--- config.mk ---
export PLATFORM = sky130hd
export DESIGN_NAME = odd_parity_rx_flat
export DESIGN_NICKNAME = d
export VERILOG_FILES = /design/src/rtl/odd_parity_pkg.sv /design/src/rtl/odd_parity_rx_if.sv /design/src/rtl/odd_parity_shift_in.sv /design/src/rtl/odd_parity_rx.sv /design/src/flat_wrapper.sv
export SDC_FILE = /design/constraint.sdc
export NUM_CORES = 1
export LEC_CHECK = 0
export BUFFER_PORTS_ARGS = -buffer_cell sky130_fd_sc_hd__buf_2
export CORE_MARGIN = 1
export CORE_UTILIZATION = 40
export DETAILED_ROUTE_END_ITERATION = 8
export HOLD_SLACK_MARGIN = 0.12
export MAX_ROUTING_LAYER = met4
export SLEW_MARGIN = 20
export SYNTH_ARGS = -nofsm -noshare
export SYNTH_HDL_FRONTEND = slang
export SYNTH_SLANG_ARGS = --single-unit
--- constraint.sdc ---
create_clock -name clk -period 1.4 [get_ports clk]
set_input_delay 0.07 -clock clk [delete_from_list [all_inputs] [get_ports clk]]
set_output_delay 0.07 -clock clk [all_outputs]
set_load 0.02 [all_outputs]
--- src/rtl/odd_parity_pkg.sv ---
// Shared odd-parity definitions: FSM state type, default widths, frame length
// and the odd-parity function used by both the generator and the receiver.
package odd_parity_pkg;

   localparam int DATA_W_DEF = 8;
   // start + data + parity + stop
   localparam int FRAME_LEN  = DATA_W_DEF + 3;

   typedef enum logic [1:0] {
      ST_IDLE   = 2'd0,
      ST_DATA   = 2'd1,
      ST_PARITY = 2'd2,
      ST_STOP   = 2'd3
   } state_e;

   // Odd parity bit: makes data plus parity carry an odd number of ones.
   function automatic logic odd_parity(input logic [DATA_W_DEF-1:0] d);
      return ~(^d);
   endfunction

endpackage

--- src/rtl/odd_parity_rx_if.sv ---
// Serial-in / byte-out bundle of the odd-parity receiver.
// err_count exists only when ODD_PARITY_RX_ERR_COUNT_EN is defined.
interface odd_parity_rx_if #(
   parameter int DATA_W = 8
`ifdef ODD_PARITY_RX_ERR_COUNT_EN
   , parameter int CNT_W = 8
`endif
);
   logic              bit_en;
   logic              din;
   logic [DATA_W-1:0] data;
   logic              data_valid;
   logic              parity_err;
   logic              frame_err;
   logic              busy;
`ifdef ODD_PARITY_RX_ERR_COUNT_EN
   logic [CNT_W-1:0]  err_count;

   modport master (output bit_en, din,
                   input  data, data_valid, parity_err, frame_err, busy, err_count);
   modport slave  (input  bit_en, din,
                   output data, data_valid, parity_err, frame_err, busy, err_count);
`else
   modport master (output bit_en, din,
                   input  data, data_valid, parity_err, frame_err, busy);
   modport slave  (input  bit_en, din,
                   output data, data_valid, parity_err, frame_err, busy);
`endif
endinterface

--- src/rtl/odd_parity_shift_in.sv ---
// Deserializer datapath: LSB-first shift register plus running XOR of every
// bit fed in. clr starts a new frame, shift takes a data bit, acc folds a
// bit into the XOR only (used for the parity bit).
module odd_parity_shift_in #(
   parameter int DATA_W = 8
) (
   input  logic              clk,
   input  logic              rst,
   input  logic              clr_i,
   input  logic              shift_i,
   input  logic              acc_i,
   input  logic              din_i,
   output logic [DATA_W-1:0] data_o,
   output logic              acc_o
);

   logic [DATA_W-1:0] shreg_q, shreg_d;
   logic              acc_q, acc_d;

   // Next-state: right shift so the first bit ends up in position 0.
   always_comb begin
      shreg_d = shreg_q;
      acc_d   = acc_q;
      if (clr_i) begin
         shreg_d = '0;
         acc_d   = 1'b0;
      end else begin
         if (shift_i) shreg_d = {din_i, shreg_q[DATA_W-1:1]};
         if (shift_i || acc_i) acc_d = acc_q ^ din_i;
      end
   end

   // Register update with synchronous reset.
   always_ff @(posedge clk) begin
      if (rst) begin
         shreg_q <= '0;
         acc_q   <= 1'b0;
      end else begin
         shreg_q <= shreg_d;
         acc_q   <= acc_d;
      end
   end

   assign data_o = shreg_q;
   assign acc_o  = acc_q;

endmodule

--- src/rtl/odd_parity_rx.sv ---
// Odd-parity serial frame receiver: start, DATA_W data bits (LSB first),
// parity, stop. Advances only on bit_en strobes. Delivers the byte with a
// one-cycle data_valid and held parity/framing error flags.
// Optional saturating error counter: define ODD_PARITY_RX_ERR_COUNT_EN.
module odd_parity_rx
   import odd_parity_pkg::*;
#(
   parameter int DATA_W = DATA_W_DEF
`ifdef ODD_PARITY_RX_ERR_COUNT_EN
   , parameter int CNT_W = 8
`endif
) (
   input  logic          clk,
   input  logic          rst,
   odd_parity_rx_if.slave bus
);

   localparam int CW = (DATA_W > 1) ? $clog2(DATA_W) : 1;

   state_e            state_q, state_d;
   logic [CW-1:0]     bit_cnt_q, bit_cnt_d;
   logic [DATA_W-1:0] data_q, data_d;
   logic              valid_q, valid_d;
   logic              perr_q, perr_d;
   logic              ferr_q, ferr_d;

   logic              clr, shift, acc_en;
   logic [DATA_W-1:0] shreg;
   logic              acc;

   odd_parity_shift_in #(.DATA_W(DATA_W)) u_shift (
      .clk     (clk),
      .rst     (rst),
      .clr_i   (clr),
      .shift_i (shift),
      .acc_i   (acc_en),
      .din_i   (bus.din),
      .data_o  (shreg),
      .acc_o   (acc)
   );

   // Frame FSM; everything holds on cycles without a strobe.
   always_comb begin
      state_d   = state_q;
      bit_cnt_d = bit_cnt_q;
      data_d    = data_q;
      valid_d   = 1'b0;
      perr_d    = perr_q;
      ferr_d    = ferr_q;
      clr       = 1'b0;
      shift     = 1'b0;
      acc_en    = 1'b0;
      if (bus.bit_en) begin
         unique case (state_q)
            ST_IDLE: begin
               if (!bus.din) begin
                  state_d   = ST_DATA;
                  bit_cnt_d = '0;
                  clr       = 1'b1;
               end
            end
            ST_DATA: begin
               shift     = 1'b1;
               bit_cnt_d = bit_cnt_q + CW'(1);
               if (bit_cnt_q == CW'(DATA_W - 1)) begin
                  state_d   = ST_PARITY;
                  bit_cnt_d = '0;
               end
            end
            ST_PARITY: begin
               acc_en  = 1'b1;
               state_d = ST_STOP;
            end
            ST_STOP: begin
               // acc now holds XOR of data+parity: 1 means odd, i.e. good.
               data_d  = shreg;
               perr_d  = ~acc;
               ferr_d  = ~bus.din;
               valid_d = 1'b1;
               state_d = ST_IDLE;
            end
            default: state_d = ST_IDLE;
         endcase
      end
   end

   // State and output registers.
   always_ff @(posedge clk) begin
      if (rst) begin
         state_q   <= ST_IDLE;
         bit_cnt_q <= '0;
         data_q    <= '0;
         valid_q   <= 1'b0;
         perr_q    <= 1'b0;
         ferr_q    <= 1'b0;
      end else begin
         state_q   <= state_d;
         bit_cnt_q <= bit_cnt_d;
         data_q    <= data_d;
         valid_q   <= valid_d;
         perr_q    <= perr_d;
         ferr_q    <= ferr_d;
      end
   end

   assign bus.data       = data_q;
   assign bus.data_valid = valid_q;
   assign bus.parity_err = perr_q;
   assign bus.frame_err  = ferr_q;
   assign bus.busy       = (state_q != ST_IDLE);

`ifdef ODD_PARITY_RX_ERR_COUNT_EN
   logic [CNT_W-1:0] err_cnt_q, err_cnt_d;

   // Count errored frames in step with the data_valid pulse; stick at max.
   always_comb begin
      err_cnt_d = err_cnt_q;
      if (valid_d && (perr_d || ferr_d) && (err_cnt_q != {CNT_W{1'b1}}))
         err_cnt_d = err_cnt_q + CNT_W'(1);
   end

   // Error counter register; cleared only by reset.
   always_ff @(posedge clk) begin
      if (rst) err_cnt_q <= '0;
      else     err_cnt_q <= err_cnt_d;
   end

   assign bus.err_count = err_cnt_q;
`endif

endmodule

--- src/flat_wrapper.sv ---
// flat-port wrapper written by rule: the top's interface ports become plain ports
module odd_parity_rx_flat import odd_parity_pkg::*;
#(
   parameter int DATA_W = DATA_W_DEF

)
  (clk, rst, bus_bit_en, bus_din, bus_data, bus_data_valid, bus_parity_err, bus_frame_err, bus_busy);
  odd_parity_rx_if #(.DATA_W(DATA_W)) bus_i ();
  input  logic clk;
  input  logic rst;
  input wire logic [$bits(bus_i.bit_en)-1:0] bus_bit_en;
  input wire logic [$bits(bus_i.din)-1:0] bus_din;
  output wire logic [$bits(bus_i.data)-1:0] bus_data;
  output wire logic [$bits(bus_i.data_valid)-1:0] bus_data_valid;
  output wire logic [$bits(bus_i.parity_err)-1:0] bus_parity_err;
  output wire logic [$bits(bus_i.frame_err)-1:0] bus_frame_err;
  output wire logic [$bits(bus_i.busy)-1:0] bus_busy;
  assign bus_i.bit_en = bus_bit_en;
  assign bus_i.din = bus_din;
  assign bus_data = bus_i.data;
  assign bus_data_valid = bus_i.data_valid;
  assign bus_parity_err = bus_i.parity_err;
  assign bus_frame_err = bus_i.frame_err;
  assign bus_busy = bus_i.busy;
  odd_parity_rx #(.DATA_W(DATA_W)) u_core (.clk(clk), .rst(rst), .bus(bus_i));
endmodule
==> impl_results.md <==
* Status: finished clean
* Largest cells by area after synthesis: dfxtp_1, nand2_1, a21oi_1, ha_1, nand3_1
* Vias in the first global route at 682
* Cell count after synthesis at 122
* FF+latch count, synth at 25
* I/O pins at 16
* Pin count of the biggest net entering global routing at 22
* Final antenna diode count at 0
* Post-synth top area cell: dfxtp_1
* Worst stage delay on the critical path at 0.39 ns
* Synthesized cell area at 1060 µm²
* Slew Limit Fails at 0
* Die H at 53.5 µm
* Final Cell Area at 1260 µm²
* Worst EP required at 1.60 ns
* Top cells by count, synth: nand2_1, dfxtp_1, a21oi_1
* CP Max Fanout at 4
* Core region area at 2500 µm²
* Rel. slew slack at 0.757
* Worst-path clk slew at 0.13 ns
* Crit path DAT at 1.56 ns
* Iter 0 DRT Violations at 15
* Detailed Place HPWL at 1.26 mm
* Cell count along the critical path at 5
* H-tree levels at 1
* Clock Path Buffers at 2
* Layout cell share with drive strength beyond 1 at 0.284
* DRC viols at 0
* Max Cap Viol at 0
* Worst setup SP type: register
* Synthesized area per cell at 8.70 µm²
* Syn_nets at 132
* Fmax at 738 MHz
* Worst hold stages at 2
* Count leader, synth: nand2_1
* Die width at 53.5 µm
* Buf/Inv on CP at 1
* Main flop type after synthesis: dfxtp_1
* Critical path type: register to register
* Register area share after synthesis at 0.472
* CP Capture Type: register
* VDD IR max at 561 µV
* Clock Latency Late Sink at 0.30 ns
* Cell at the slowest stage of the critical path: dfxtp_4
* Final Setup Violations at 0
* CP Cell Sequence: inv_2 > ha_4 > nor2b_2 > o21a_4 > mux2_4
* Placed Area at 1160 µm²
* Placer Congestion at 0.839
* Fin crit share at 0.968
* Family with the most delay on the worst path: flip-flops
* Wire per inst at 11.1 µm
* Dpl ws at -0.00987 ns
* Final #Nets at 152
* Syn. warnings at 0
* Setup slack after layout at 0.0447 ns
* All-Layer GR Usage at 0.151
* Clk sinks at 25
* Post-synth EDFFs at 0
* Final hold vios at 0
* Vias per cell at 4.89
* Leakage at 0.505 nW
* Detailed-route via count at 837
* Die ar. at 2860 µm²
* Tightest Pin Transition at 0.364 ns
* Initial antenna violation count at 0
* GRT Residual Overflow at 0
* Post-Route WL at 1.89 mm
* HP Class: primary input to register
* CTS tree: built
* Final antenna-violating net count at 0
* CTS Buf Count at 3
* Fin crit period at 1.36 ns
* Placement Rows at 18
* DRT Pass-1 Iters at 4
* Worst r2r path cells at 5
* Initial core utilization at 0.424
* Fin Clk Skew at 0.00334 ns
* Root Driver: clkbuf_4
* Pwr Density at 973 nW/µm²
* Min Hold Slack at 0.144 ns
* Yosys top cell area share at 0.472
* Area grow syn2layout at 19.2%
* Port bufs at 15
* Power consumption at 1.23 mW
* Netlist cell types at 27
* First-pass GRT wire length at 2.99 mm
* Async S/R FF share, synth at 0
## power by group
group	total, mW	switching [mW]	leakage (nW)	internal [mW]
Clock	0.304	0.198	0.0177	0.106
Combinational	0.194	0.104	0.284	0.0899
Sequential	0.732	0.00940	0.203	0.723
## timing repair
action | in CTS | in global routing
setup buffers | 0 | 3
endpoints found under the hold margin | 2 | 0
hold buffers | 1 | 0
endpoints found under the setup margin | 3 | 15
pin swaps | 0 | 0
gates resized for setup | 1 | 13
## worst paths after layout
check	start	endpoint	slack, ns
max	u_core.state_q[0]	u_core.bit_cnt_q[0]	0.04
min	rst	u_core.bus.data_valid	0.14
max reg2reg	u_core.state_q[0]	u_core.bit_cnt_q[0]	0.04
min reg2reg	u_core.bus.data[0]	u_core.bus.data[0]	0.46
## through the flow
step	instances	util	setup TNS, ns
finish	171	0.506	0
global route	171	0.506	-0.00474
CTS	168	0.479	0
detailed placement	163	0.464	-0.00987
global placement	163	0.464	0
floorplan	122	-	0
## metal layers
layer	global-route usage	wire length, µm
met5	-	0
met4	0.0658	19
met3	0.0345	51
met2	0.213	911
met1	0.203	912
## cell families after synthesis
kind of cell	count (synthesis)	share of synthesized area
AND/OR/NAND/NOR	53	0.231
flip-flops	25	0.472
AO/OA/AOI/OAI	24	0.138
buffers and inverters	10	0.0472
adder cells (fa/ha/maj)	6	0.0708
multiplexers	3	0.0330
XOR/XNOR	1	0.00826
## cells in the final DEF (no fill, tap or decap), types with 2 or more instances in the layout
cell	Yosys	final
inv_2	0	2
dfxtp_1	25	22
a211oi_1	2	2
nand3b_1	2	2
nor2b_1	4	2
nand2_1	27	27
ha_1	6	4
buf_4	0	5
nand3_1	8	8
clkbuf_4	0	3
mux2i_1	2	2
nor2b_2	0	2
buf_2	4	15
nor2_1	5	5
a21oi_1	16	16
nand2b_1	3	2
dfxtp_2	0	2
## area by class of cell
class | count | area [µm²]
Inverter | 3 | 11.3
Tap cell | 30 | 37.5
Multi-Input combinational cell | 87 | 548
Sequential cell | 25 | 507
Clock buffer | 3 | 22.5
Fill cell | 234 | 1230
Clock inverter | 1 | 5.00
Timing Repair Buffer | 22 | 134
## state kept, by name, summed over array words and instances (netlist names)
name and flops:
u_core.bit_cnt_q 3, u_core.bus.data 8, u_core.bus.parity_err 1, u_core.u_shift.data_o 8, u_core.bus.data_valid 1, u_core.bus.frame_err 1
u_core.state_q 2, u_core.u_shift.acc_o 1
Power figures use the tool's default switching activity.
